`src/rtl/square_renderer.sv`:
```
// Erases each square's previous footprint, then redraws it at its new position, one pixel per cycle.
// Define SQ_SKIP_STATIC_EN to skip squares whose position and colour are unchanged since the last frame.
module square_renderer #(
  parameter int         N_SQUARES = 4,
  parameter int         SIZE      = 4,
  parameter logic [2:0] BG_COLOUR = 3'b000,
  parameter int         SCREEN_W  = 160,
  parameter int         SCREEN_H  = 120
) (
  input  logic                   clock,
  input  logic                   reset,
  input  logic                   draw_squares,
  input  logic [N_SQUARES*8-1:0] sq_x,
  input  logic [N_SQUARES*7-1:0] sq_y,
  input  logic [N_SQUARES*3-1:0] sq_colour,
  output logic [7:0]             x_out,
  output logic [6:0]             y_out,
  output logic [2:0]             colour_out,
  output logic                   writeEn,
  output logic                   finish_drawing_squares
);

  localparam int IW = (N_SQUARES > 1) ? $clog2(N_SQUARES) : 1;
  localparam int LW = $clog2(SIZE);
  localparam int PW = 2 * LW;
  localparam logic [PW-1:0] P_LAST = PW'(SIZE * SIZE - 1);
  localparam logic [IW-1:0] I_LAST = IW'(N_SQUARES - 1);

  typedef enum logic [2:0] {IDLE, LOAD, ERASE, DRAW, DONE} state_t;

  state_t               state_q, state_d;
  logic [IW-1:0]        i_q, i_d;
  logic [PW-1:0]        p_q, p_d;
  logic                 armed_q, armed_d;
  logic [7:0]           new_x_q, new_x_d;
  logic [6:0]           new_y_q, new_y_d;
  logic [2:0]           new_colour_q, new_colour_d;
  logic [N_SQUARES-1:0] old_valid_q, old_valid_d;
  logic [7:0]           old_x_q [N_SQUARES];
  logic [7:0]           old_x_d [N_SQUARES];
  logic [6:0]           old_y_q [N_SQUARES];
  logic [6:0]           old_y_d [N_SQUARES];
`ifdef SQ_SKIP_STATIC_EN
  logic [2:0]           old_c_q [N_SQUARES];
  logic [2:0]           old_c_d [N_SQUARES];
`endif

  logic       static_sq;
  logic       last_sq;
  logic       active;
  logic [7:0] base_x;
  logic [6:0] base_y;
  logic [8:0] px;
  logic [7:0] py;

  always_comb begin
    state_d      = state_q;
    i_d          = i_q;
    p_d          = p_q;
    armed_d      = armed_q;
    new_x_d      = new_x_q;
    new_y_d      = new_y_q;
    new_colour_d = new_colour_q;
    old_valid_d  = old_valid_q;
    old_x_d      = old_x_q;
    old_y_d      = old_y_q;
    last_sq      = (i_q == I_LAST);
`ifdef SQ_SKIP_STATIC_EN
    old_c_d      = old_c_q;
    static_sq    = old_valid_q[i_q]
                && (sq_x[i_q*8 +: 8] == old_x_q[i_q])
                && (sq_y[i_q*7 +: 7] == old_y_q[i_q])
                && (sq_colour[i_q*3 +: 3] == old_c_q[i_q]);
`else
    static_sq    = 1'b0;
`endif

    // Losing the enable mid-frame abandons the frame without committing the current square.
    if (!draw_squares && (state_q == LOAD || state_q == ERASE || state_q == DRAW)) begin
      state_d = IDLE;
    end else begin
      case (state_q)
        IDLE: begin
          if (draw_squares && armed_q) begin
            state_d = LOAD;
            i_d     = '0;
          end
        end
        LOAD: begin
          new_x_d      = sq_x[i_q*8 +: 8];
          new_y_d      = sq_y[i_q*7 +: 7];
          new_colour_d = sq_colour[i_q*3 +: 3];
          p_d          = '0;
          if (static_sq) begin
            state_d = last_sq ? DONE : LOAD;
            i_d     = last_sq ? i_q : i_q + IW'(1);
          end else begin
            state_d = old_valid_q[i_q] ? ERASE : DRAW;
          end
        end
        ERASE: begin
          if (p_q == P_LAST) begin
            p_d     = '0;
            state_d = DRAW;
          end else begin
            p_d = p_q + PW'(1);
          end
        end
        DRAW: begin
          if (p_q == P_LAST) begin
            old_x_d[i_q]     = new_x_q;
            old_y_d[i_q]     = new_y_q;
            old_valid_d[i_q] = 1'b1;
`ifdef SQ_SKIP_STATIC_EN
            old_c_d[i_q]     = new_colour_q;
`endif
            state_d = last_sq ? DONE : LOAD;
            i_d     = last_sq ? i_q : i_q + IW'(1);
          end else begin
            p_d = p_q + PW'(1);
          end
        end
        DONE: begin
          armed_d = 1'b0;
          state_d = IDLE;
        end
        default: state_d = IDLE;
      endcase
    end

    // A low enable always re-arms, so a held-high enable yields only one frame.
    if (!draw_squares) armed_d = 1'b1;
  end

  always_comb begin
    active = (state_q == ERASE) || (state_q == DRAW);
    base_x = (state_q == ERASE) ? old_x_q[i_q] : new_x_q;
    base_y = (state_q == ERASE) ? old_y_q[i_q] : new_y_q;
    px     = {1'b0, base_x} + 9'(p_q[LW-1:0]);
    py     = {1'b0, base_y} + 8'(p_q[PW-1:LW]);
    x_out      = active ? px[7:0] : 8'd0;
    y_out      = active ? py[6:0] : 7'd0;
    colour_out = (state_q == ERASE) ? BG_COLOUR : ((state_q == DRAW) ? new_colour_q : 3'd0);
    writeEn    = active && (px < 9'(SCREEN_W)) && (py < 8'(SCREEN_H));
    finish_drawing_squares = (state_q == DONE);
  end

  always_ff @(posedge clock) begin
    if (!reset) begin
      state_q      <= IDLE;
      i_q          <= '0;
      p_q          <= '0;
      armed_q      <= 1'b0;
      new_x_q      <= '0;
      new_y_q      <= '0;
      new_colour_q <= '0;
      old_valid_q  <= '0;
      for (int k = 0; k < N_SQUARES; k++) begin
        old_x_q[k] <= '0;
        old_y_q[k] <= '0;
`ifdef SQ_SKIP_STATIC_EN
        old_c_q[k] <= '0;
`endif
      end
    end else begin
      state_q      <= state_d;
      i_q          <= i_d;
      p_q          <= p_d;
      armed_q      <= armed_d;
      new_x_q      <= new_x_d;
      new_y_q      <= new_y_d;
      new_colour_q <= new_colour_d;
      old_valid_q  <= old_valid_d;
      old_x_q      <= old_x_d;
      old_y_q      <= old_y_d;
`ifdef SQ_SKIP_STATIC_EN
      old_c_q      <= old_c_d;
`endif
    end
  end

endmodule

```
`config.mk`:
```
export PLATFORM = sky130hd
export DESIGN_NAME = square_renderer
export DESIGN_NICKNAME = d
export VERILOG_FILES = /design/src/rtl/square_renderer.sv
export SDC_FILE = /design/constraint.sdc
export NUM_CORES = 1
export LEC_CHECK = 0
export CAP_MARGIN = 25
export CORE_MARGIN = 5
export CORE_UTILIZATION = 53
export DETAILED_ROUTE_END_ITERATION = 10
export PLACE_DENSITY_LB_ADDON = 0.2
export SETUP_SLACK_MARGIN = 0.2
export SLEW_MARGIN = 30
export SYNTH_ARGS = -nofsm -noshare
export SYNTH_HDL_FRONTEND = slang
export SYNTH_SLANG_ARGS = --single-unit
export TNS_END_PERCENT = 20
```
`constraint.sdc`:
```
create_clock -name clock -period 4.65 [get_ports clock]
set_input_delay 0.465 -clock clock [delete_from_list [all_inputs] [get_ports clock]]
set_output_delay 0.465 -clock clock [all_outputs]
set_load 0.01 [all_outputs]
```
; ---- Yosys cells after proc, flatten, opt, wreduce, memory -nomap -nowiden
; Cells that the tools add are included.
; Widths: inputs -> output; s select.
[word_totals]
register_bits = 92
input_bits = 75
output_inout_bits = 20
wordCells = 106
[op_classes]
n_addsub = 4
n_mul = 2
n_lt_le_gt_ge = 6
eq_ne = 13
shifts = 3
mux = 38
n_bitwise = 4
n_reduce_logical = 20
[op_table]
columns = op, n
row1 = $mux 8, 5
row2 = $mux 7, 5
row3 = $bwmux 32, 1
row4 = $shiftx 32x6->8, 1
row5 = $bwmux 28, 1
row6 = $shiftx 28x6->7, 1
row7 = $mux 3, 6
row8 = $bmux 8 s2, 1
row9 = $demux 8 s2, 1
row10 = $bmux 7 s2, 1
row11 = $demux 7 s2, 1
row12 = $ne 2x2->1 const B, 6
row13 = $pmux 3 s4, 1
row14 = $pmux 4 s3, 1
row15 = $shiftx 12x5->3, 1
row16 = $add 8x2->9, 1
row17 = $lt 9x8->1 const B, 1
row18 = $reduce_and 3->1, 3
row19 = $add 7x2->8, 1
row20 = $lt 8x7->1 const B, 1
row21 = $mux 4, 2
row22 = $eq 3x2->1 const B, 2
row23 = $logic_and 1x1->1, 6
row24 = $mux 1, 6
row25 = 28 further kinds, 34

; ---- Logic depth before layout (Yosys ltp)
[depth]
word_depth = 9
mapped_depth = 12
mapped_depth_nobuf = 9

; ---- Worst setup path after synthesis
; Ideal clock, no wire load.
[synth_timing]
kind = reg2out
start = reg i_q[0]
end = out writeEn
t_arrival_ns = 3.062
t_required_ns = 4.185
slack_ns = 1.123
path_stages_with_launch = 13
path_buffers = 3
cell_sequence = dfxtp_1 > buf_6 > buf_4 > buf_2 > mux4_2 > mux2_2 > ha_1 > a21o_1 > nand3_1 > o32ai_1 > nand2_1 > mux2_2 > a211oi_1
[synth_between]
elab_chain_cells = 9
word_cells_on_any_way = 15
[synth_rtl]
columns = element, line_no
row1 = "start, declared", 32  ; logic [IW-1:0] i_q, i_d;
row2 = "start signal, assigned", 167  ; i_q <= i_d;
row3 = $not 2->3 (not written as such) (*), "137, 138"
row4 = $bmux 8 s2, 137  ; base_x = (state_q == ERASE) ? old_x_q[i_q] : new_x_q;
row5 = $mux 8 (not written as such) (2 in series), 137
row6 = $mux 8, 137
row7 = $add 8x2->9, 139  ; px = {1'b0, base_x} + 9'(p_q[LW-1:0]);
row8 = $lt 9x8->1, 144  ; writeEn = active && (px < 9'(SCREEN_W)) && (py < 8'(SCREEN_H));
row9 = $logic_and 1x1->1, 144
row10 = $logic_and 1x1->1 (*), 144
row11 = "end, declared", 19  ; output logic writeEn,
; Every way passes the cells marked *; elsewhere a longest branch is shown, timed or not. The select of a mux whose other input is x is not followed.

; ---- Worst setup path in the final report
[layout_timing]
start = reg i_q[1]
end = out writeEn
; The elaborated chain is that of the path after synthesis.

==> metrics <==
post-CTS setup buffers=0; Port-buffer cells=94; via-per-instance ratio=approximately 5.8; root buffer cell=clkbuf_8; CTS Buf Count=9; Post-synth EDFFs=0; r2r setup slk=between 2000 and 2500 ps; final setup vio count=0; site row count=35; Worst Tran Pin Value=771.1 ps; clock skew=around 13 ps; DR pass1 iterations=5; Vias=4423; CORE AREA=9196 µm²; Final Critical Period=4218 ps; clock slew at reported path FFs=90 ps; grt total ovfl=0; Clock Latency Late Sink=roughly 360 ps; DR WL/cell=16.64 µm; Synth Net Count=657; Hold Path Class=register to register; fraction of layout instances using a drive strength above 1=0.1198; most common cell after layout, fill and taps aside=nand2_1; CP Max Fanout=8; Pwr Density=235.5 nW/µm²; Util after Layout=0.6733; FF+latch count, synth=a little over 90; # fillers=between 700 and 800; IO Count=95; Post-route DRC=0; Chip Height=around 110 µm; Final Hold Fails=0; Worst EP required=4180 ps; CTS Sinks=92; Die Area=11470 µm²; Synth Warn #=0; Synth async-reset ratio=0; Nets=732; Worst Path Arrival=3750 ps; post-cts sizing count=0; Final Max Tran Viols=0; initial antenna violation count=0; total wire length=12680 µm; fmax=0.2371 GHz; CTS max path bufs=2; first-pass GRT wire length=20630 µm; main flop type after synthesis=dfxtp_1; Area Growth Syn to Fin=23.94%; hold buffers post-CTS=0; vias in the first global route=4316; H-tree Lvls=3; cell count after synthesis=571; dpl hpwl=a little over 9000 µm; worst hold margin=about 460 ps; kind of critical path=register to output port; CP endpoint kind=output port; Global Route Usage Sum=0.2264; ANT cells=0; post-route ant nets=0; post-synth cell types=53; Mean Syn Cell Area=just under 9 µm²; setup TNS=0 ps; RSZ-0062 raised after global routing=no; initial core utilization=0.5433; max cap viols=0; leading cell types in the layout, fill and taps excluded=177 x nand2_1, 94 x clkdlybuf4s50_1, 90 x dfxtp_1; Worst Setup Start Kind=register; part of the cycle the worst path needs=0.9071; register area share after synthesis=0.3686; VDD IR-drop max=~0.00012 V; total power=0.001458 W; Final GP Congestion=0.8165; CTS tree=done; die width=~110 µm; Post-Synthesis Cell Area=4996 µm²; DRT iter0 DRCs=311; Pleak=between 1.5 and 2 nW; status=complete, no violations; Slew HR=0.4849; largest net degree at the start of global routing=36
-- worst max-delay path, stage by stage, from the launching register on --
cell and delay [ps]:
dfxtp_1 370, buf_4 210, mux4_2 510, mux2_2 310
ha_1 290, a21o_1 140, nand3_1 110, o32ai_2 200
nand2_1 150, mux2_2 290, a211oi_1 250, clkdlybuf4s50_1 580
-- final cells by class --
type                            instances  area (µm²)  share of cell area
Inverter                                6       22.52            0.003637
Multi-Input combinational cell        434        2978              0.4809
Sequential cell                        92        1847              0.2982
Timing Repair Buffer                  103        1012              0.1635
Tap cell                              111       138.9             0.02243
Clock inverter                          5       42.54            0.006870
Clock buffer                           11       151.4             0.02445
-- report_power, final --
part           switching (W)  total (W)  internal [W]  leakage, nW
Clock               0.000292   0.000521      0.000229       0.0901
Sequential         0.0000106   0.000803      0.000793        0.743
Combinational      0.0000488   0.000134     0.0000849         1.16
Total               0.000351    0.00146       0.00111         1.99
-- kinds of logic after synthesis --
family | share of synthesized area
AO/OA/AOI/OAI | 0.1397
XOR/XNOR | 0.01578
adder cells (fa/ha/maj) | 0.03055
buffers and inverters | 0.03907
flip-flops | 0.3686
multiplexers | 0.1981
AND/OR/NAND/NOR | 0.2081
-- flip-flops by register name, indices dropped and copies added, names as in the netlist --
| name | flops |
|---|---|
| i_q | 2 |
| armed_q | 1 |
| old_y_q | 28 |
| p_q | 4 |
| state_q | 3 |
| new_colour_q | 3 |
| new_y_q | 7 |
| old_x_q | 32 |
| new_x_q | 8 |
| old_valid_q | 4 |
-- synthesized netlist by cell type (2+ instances only) --
cell / n / area, µm²
ha_1: 9 / 112.6
o21a_1: 3 / 22.52
a21oi_1: 63 / 315.3
mux2_2: 7 / 78.83
a31oi_1: 2 / 12.51
fa_1: 2 / 40.04
mux4_2: 35 / 788.3
xor2_1: 5 / 43.79
nor2b_1: 3 / 18.77
and2_1: 7 / 43.79
nor2_1: 27 / 101.4
nor3_1: 3 / 15.01
xnor2_1: 4 / 35.03
a211oi_1: 3 / 22.52
nand3_1: 6 / 30.03
nand2b_1: 3 / 18.77
inv_1: 5 / 18.77
a21boi_0: 25 / 187.7
and3_1: 9 / 56.30
nor3b_1: 2 / 15.01
a21o_1: 2 / 15.01
dfxtp_1: 92 / 1842
buf_2: 6 / 30.03
clkbuf_1: 28 / 105.1
o22ai_1: 2 / 12.51
mux2i_1: 10 / 100.1
nand2_1: 177 / 664.4
buf_4: 3 / 22.52
o21ai_0: 4 / 20.02
-- routing by layer --
layer | vias up | track usage | part of all wire
li1 | 2133 | - | -
met1 | 2067 | 0.2857 | 0.43
met2 | 208 | 0.3758 | 0.47
met3 | 15 | 0.07104 | 0.095
met4 | 0 | 0.06027 | 0.010
met5 | - | 0 | 0
-- through the flow --
step | cell area, µm² | setup slack, ps | std cells
detailed placement | 5983 | 621.7 | 746
CTS | 6177 | 230.6 | 762
global placement | 5977 | 792.2 | 746
floorplan | 4996 | 1123 | 571
global route | 6192 | 195.3 | 762
finish | 6192 | 431.8 | 762
-- worst paths after layout --
path / endpoint / from / cells after the start
worst max register to register: old_x_q[8]$_SDFFE_PN0P_ / i_q[0]$_SDFFE_PN0P_ / 6
worst max-delay path: writeEn / i_q[1]$_SDFFE_PN0P_ / 11
worst min register to register: old_y_q[19]$_SDFFE_PN0P_ / old_y_q[19]$_SDFFE_PN0P_ / 2
worst min-delay path: old_y_q[19]$_SDFFE_PN0P_ / old_y_q[19]$_SDFFE_PN0P_ / 2
Note: power is estimated with default switching activity, not from simulation.
